File: src/rtl/ctrl_pkg.sv
// Shared types and helpers for the control-path arbiters.
// Holds the requester count, the arbiter state encoding and a one-hot decoder.
package ctrl_pkg;

  localparam int NUM_REQ = 4;

  typedef enum logic [1:0] {
    ARB_IDLE  = 2'd0,
    ARB_ISSUE = 2'd1,
    ARB_WAIT  = 2'd2
  } arb_state_t;

  function automatic logic [NUM_REQ-1:0] onehot4(input logic [1:0] idx);
    logic [NUM_REQ-1:0] oh;
    oh      = '0;
    oh[idx] = 1'b1;
    return oh;
  endfunction

endpackage

File: src/rtl/rr_pick4.sv
// Combinational round-robin picker for four requesters.
// Searches last+1, last+2, last+3, last+4 (mod 4) for the first unmasked request.
module rr_pick4
  import ctrl_pkg::*;
(
  input  logic [NUM_REQ-1:0] req_i,
  input  logic [1:0]         last_i,
  input  logic [NUM_REQ-1:0] mask_i,
  output logic               found_o,
  output logic [1:0]         idx_o
);

  logic [NUM_REQ-1:0] elig;
  logic [1:0]         cand;

  always_comb begin
    elig    = req_i & ~mask_i;
    found_o = 1'b0;
    idx_o   = '0;
    cand    = '0;
    // k = 4 wraps back to last_i itself, so the previous owner is searched last.
    for (int k = 1; k <= NUM_REQ; k++) begin
      cand = last_i + 2'(k);
      if (!found_o && elig[cand]) begin
        found_o = 1'b1;
        idx_o   = cand;
      end
    end
  end

endmodule

File: src/rtl/mem_port_arbiter4.sv
// Round-robin sequencer sharing one memory/resource port among four requesters,
// with an optional watchdog that aborts transactions the resource never finishes.
module mem_port_arbiter4
  import ctrl_pkg::*;
#(
  parameter int unsigned TIMEOUT_CYCLES = 255,
  parameter int unsigned CNT_W          = 8
) (
  input  logic               clk,
  input  logic               rst,
  input  logic [NUM_REQ-1:0] req_i,
  input  logic               res_ready_i,
  input  logic               res_done_i,
  output logic [NUM_REQ-1:0] grant_o,
  output logic [1:0]         sel_o,
  output logic               res_valid_o,
  output logic [NUM_REQ-1:0] ack_o,
  output logic               err_o
);

  localparam bit              WD_EN   = (TIMEOUT_CYCLES != 0);
  localparam logic [CNT_W-1:0] CNT_MAX = '1;
  localparam logic [CNT_W-1:0] TO_LAST = WD_EN ? CNT_W'(TIMEOUT_CYCLES - 1) : '0;

  // Handshake: res_valid_o is high for every ISSUE cycle; res_ready_i is only
  // sampled while res_valid_o is high and moves the transaction to WAIT. res_done_i
  // ends the transaction from WAIT, or from ISSUE when it arrives with res_ready_i.
  arb_state_t         state_q, state_d;
  logic [1:0]         sel_q, sel_d;
  logic [1:0]         last_q, last_d;
  logic [CNT_W-1:0]   cnt_q, cnt_d;
  logic               err_q, err_d;
  logic [NUM_REQ-1:0] grant_q, grant_d;
  logic               valid_q, valid_d;

  logic               busy;
  logic [1:0]         pick_last;
  logic [NUM_REQ-1:0] pick_mask;
  logic               pick_found;
  logic [1:0]         pick_idx;
  logic               complete;
  logic               timeout;
  logic [CNT_W-1:0]   cnt_inc;

  // While busy the re-pick for back-to-back issue starts after the current owner.
  assign busy      = (state_q != ARB_IDLE);
  assign pick_last = busy ? sel_q : last_q;
  assign pick_mask = busy ? onehot4(sel_q) : '0;

  rr_pick4 u_pick (
    .req_i   (req_i),
    .last_i  (pick_last),
    .mask_i  (pick_mask),
    .found_o (pick_found),
    .idx_o   (pick_idx)
  );

  always_comb begin
    complete = res_done_i &
               ((state_q == ARB_WAIT) | ((state_q == ARB_ISSUE) & res_ready_i));
    timeout  = WD_EN && (cnt_q == TO_LAST) && !complete;
    cnt_inc  = (cnt_q == CNT_MAX) ? cnt_q : cnt_q + 1'b1;
    ack_o    = complete ? onehot4(sel_q) : '0;

    state_d = state_q;
    sel_d   = sel_q;
    last_d  = last_q;
    cnt_d   = cnt_q;
    err_d   = 1'b0;

    case (state_q)
      ARB_IDLE: begin
        if (pick_found) begin
          state_d = ARB_ISSUE;
          sel_d   = pick_idx;
          cnt_d   = '0;
        end
      end
      ARB_ISSUE, ARB_WAIT: begin
        if (complete) begin
          last_d = sel_q;
          if (pick_found) begin
            state_d = ARB_ISSUE;
            sel_d   = pick_idx;
            cnt_d   = '0;
          end else begin
            state_d = ARB_IDLE;
          end
        end else if (timeout) begin
          // Abort: the victim keeps sel_o for the err_o cycle and drops to lowest priority.
          last_d  = sel_q;
          err_d   = 1'b1;
          state_d = ARB_IDLE;
        end else if ((state_q == ARB_ISSUE) && res_ready_i) begin
          state_d = ARB_WAIT;
          cnt_d   = '0;
        end else begin
          cnt_d = cnt_inc;
        end
      end
      default: begin
        state_d = ARB_IDLE;
      end
    endcase

    grant_d = (state_d != ARB_IDLE) ? onehot4(sel_d) : '0;
    valid_d = (state_d == ARB_ISSUE);
  end

  always_ff @(posedge clk or posedge rst) begin
    if (rst) begin
      state_q <= ARB_IDLE;
      sel_q   <= '0;
      last_q  <= 2'd3;
      cnt_q   <= '0;
      err_q   <= 1'b0;
      grant_q <= '0;
      valid_q <= 1'b0;
    end else begin
      state_q <= state_d;
      sel_q   <= sel_d;
      last_q  <= last_d;
      cnt_q   <= cnt_d;
      err_q   <= err_d;
      grant_q <= grant_d;
      valid_q <= valid_d;
    end
  end

  assign grant_o     = grant_q;
  assign sel_o       = sel_q;
  assign res_valid_o = valid_q;
  assign err_o       = err_q;

endmodule
File: config.mk
export PLATFORM = sky130hd
export DESIGN_NAME = mem_port_arbiter4
export DESIGN_NICKNAME = d
export VERILOG_FILES = /design/src/rtl/ctrl_pkg.sv /design/src/rtl/rr_pick4.sv /design/src/rtl/mem_port_arbiter4.sv
export SDC_FILE = /design/constraint.sdc
export NUM_CORES = 1
export LEC_CHECK = 0
export CAP_MARGIN = 10
export CELL_PAD_IN_SITES_DETAIL_PLACEMENT = 0
export CELL_PAD_IN_SITES_GLOBAL_PLACEMENT = 2
export CORE_MARGIN = 5
export CORE_UTILIZATION = 30
export DETAILED_ROUTE_END_ITERATION = 7
export GPL_TIMING_DRIVEN = 0
export PLACE_DENSITY = 0.86
export SYNTH_ARGS = -nofsm -noshare
export SYNTH_HDL_FRONTEND = slang
export SYNTH_SLANG_ARGS = --single-unit
File: constraint.sdc
create_clock -name clk -period 2.2 [get_ports clk]
set_clock_uncertainty 0.1 [all_clocks]
set_input_delay 0.44 -clock clk [delete_from_list [all_inputs] [get_ports clk]]
set_output_delay 0.44 -clock clk [all_outputs]
set_load 0.02 [all_outputs]
==> metrics.yaml <==
outcome: "complete, but fails checks"
violations: "setup timing"
place_area_mm2: 0.00176
timing.final.setup_violations: 17
start_kind: "register"
worst_path_max_delay_cell: "dfrtp_1"
wl_um: 4020
post-route-min-period_ns: 2.36
yosys.cell_count.top_type: "nand2_1"
syn_inst: 166
r2r_cells: 8
syn_nets: 180
drv_slew: 0
area.growth.synth_to_final_pct: 44.4
synth_top_area_share_pct: 30.7
critical_path.top_delay_family: "compound AO/OA/AOI/OAI gates"
gr-total-overflow: 0
drive_gt1_share_pct: 36.5
cts_inserted_buffers: 3
fin_area_mm2: 0.00212
dr_total_vias: 1385
core-area_mm2: 0.00472
ys.flop_type: "dfrtp_1"
fin_setup_tns_ns: -1.44
worstSkewPairLatency_ns: 0.26
reg2reg_from: "state_q[0]"
crit_arrival_ns: 2.41
die_y_um: 79.9
slowest_delay_ns: 0.42
syn_area_mm2: 0.00147
tightest_slew_ns: 0.758
r2r_slack_ns: -0.16
yosysWarnings: 0
clkTransAtPathRegs_ns: 0.08
synthTopCellsByCount: "21 x nand2_1, 18 x dfrtp_1, 13 x o21ai_0"
synth_fa_ha_area_share_pct: 5.12
min_to: "cnt_q[7]"
synthSimpleGateAreaFrac_pct: 21.0
nets: 218
pwr_density_cell_mw_per_mm2: 1550
max_slew_margin_pct: 49.4
grt_first_pass_wirelength_um: 6870
htreeDepth: 1
worst_slack_ns: -0.164
hold_buffers: 0
p_leak_nw: 0.877
cts.sinks: 20
hpwl_um: 2740
max_freq_mhz: 423
avgSynthCellArea_um2: 8.84
critPathCaptureType: "register"
r2r-end: "cnt_q[3]"
grt_max_degree: 21
hp-class: "reg -> reg"
io_pins: 20
synth-xor-area-share_pct: 0
fp.dieW_um: 79.9
yosys.area.top_type: "dfrtp_1"
ir_drop_v: 0.000670
port_buffers: 19
timing.final.crit_share_pct: 107
routabilityCongestion: 0.856
netlist-cell-type-count: 45
postRouteAntennaNets: 0
clockRootBuffer: "clkbuf_8"
drtPass1Iterations: 5
cts_tree: "built"
n_fill_cell: 454
synth-seq-cells: 20
synth_area_leaders: "dfrtp_1 31%, nand2_1 5.4%, ha_1 5.1%, o21ai_0 4.4%, a21oi_1 3.8%"
synth_top_family_by_area: "compound AO/OA/AOI/OAI gates"
diodes: 0
drt_iter0_markers: 145
via_per_inst: 5.13
clockBufferDepth: 2
synth_compound_area_share_pct: 24.5
start_util_pct: 31.1
ys_async_sr_fraction_pct: 100
hold-path-cell-count: 1
die_area_mm2: 0.00639
track_usage_pct: 13.3
crit_type: "reg -> reg"
required_ns: 2.25
grt_antenna_before_repair: 0
rows: 25
cp_num_buf_inv: 1
routedWlPerCell_um: 14.9
worst-path-max-fanout: 6
crit_chain: "inv_2, ha_4, mux2_4, mux2i_4, nor3_4, a221o_2, a21o_1, a22o_1"
hold_viol_final: 0
min_from: "cnt_q[7]"
rsz0062_at_grt: "true"
grt_pass1_vias: 1490
drcViolationCount: 0
ys_seq_area_share_pct: 34.3
synth_edf_count: 0
drv_cap: 0
synthMuxAreaShare_pct: 10.1
-- report_power, final --
| group | switching [W] | internal [W] | total (W) |
|---|---|---|---|
| sequential | 0.000115 | 0.000488 | 0.000603 |
| combinational | 0.00126 | 0.00114 | 0.00239 |
| clock | 0.000122 | 0.000159 | 0.000282 |
| total | 0.00150 | 0.00178 | 0.00328 |
-- state kept, by name (all words and copies together), names as in the netlist --
register     flops
grant_o          4
sel_o            2
state_q          2
last_q           2
err_o            1
res_valid_o      1
cnt_q            8
-- layout by cell type, fill, tap and decap left out, drive strengths merged, types with 3 or more instances in the layout --
| cell type | n |
|---|---|
| clkbuf | 5 |
| nor4 | 7 |
| nor3 | 3 |
| mux2 | 6 |
| a21oi | 12 |
| ha | 6 |
| clkdlybuf4s50 | 11 |
| o211ai | 3 |
| and3 | 3 |
| mux2i | 6 |
| dlygate4sd2 | 4 |
| a22o | 3 |
| buf | 22 |
| inv | 11 |
| dfrtp | 18 |
| a22oi | 4 |
| o21ai | 14 |
| nand3 | 8 |
| nand2 | 21 |
| nor2 | 11 |
-- cell families (layout without fill, tap and decap cells) --
kind of cell / after synthesis / count (layout)
compound gates: 50 / 50
buf+inv: 16 / 53
flops: 20 / 20
fa+ha+maj: 6 / 6
simple gates: 62 / 62
mux: 12 / 12
-- layout make-up --
class	instances	area [um^2]	share of cell area, %
clock buffer	4	55.1	2.60
inverter	11	41.3	1.95
sequential	20	503	23.7
multi-input combinational	130	1100	51.9
buffer	3	26.3	1.24
timing repair buffer	35	310	14.6
tap	67	83.8	3.96
-- how the worst max path moves through the flow --
stage	cells after the start	endpoint	start
final	8	cnt_q[3]	state_q[0]
after CTS	9	cnt_q[3]	state_q[0]
after global routing	8	grant_o[3]	state_q[0]
after detailed placement	7	grant_o[2]	res_ready_i
after floorplan	9	cnt_q[3]	state_q[1]
after global placement	7	grant_o[0]	res_ready_i
-- timing repair --
action | CTS | global route
pin swaps | 14 | 11
hold endpoints to repair | 0 | 0
endpoints found under the setup margin | 21 | 21
gates resized for setup | 46 | 35
buffers inserted | 13 | 3
cloned | 0 | 0
-- layer usage --
| metal | vias up | part of all wire (%) | global-route usage, % | routed length, um |
|---|---|---|---|---|
| li1 | 689 | - | - | - |
| met1 | 659 | 50 | 18.0 | 2000 |
| met2 | 31 | 44 | 20.4 | 1770 |
| met3 | 6 | 4.2 | 2.93 | 170 |
| met4 | 0 | 1.7 | 5.24 | 70 |
| met5 | - | 0 | 0 | 0 |
-- stage by stage --
stage	worst slack (ns)	hold slack [ns]	std cells	util [%]	power (W)
after CTS	-0.188	0.402	269	42.3	0.00298
after global placement	-0.629	0.369	252	37.3	0.00225
final	-0.164	0.413	270	44.9	0.00328
after floorplan	-0.141	0.302	166	-	0.00186
after detailed placement	-0.665	0.390	252	37.3	0.00227
after global routing	-0.239	0.426	270	44.9	0.00352
Power figures use the tool's default switching activity.
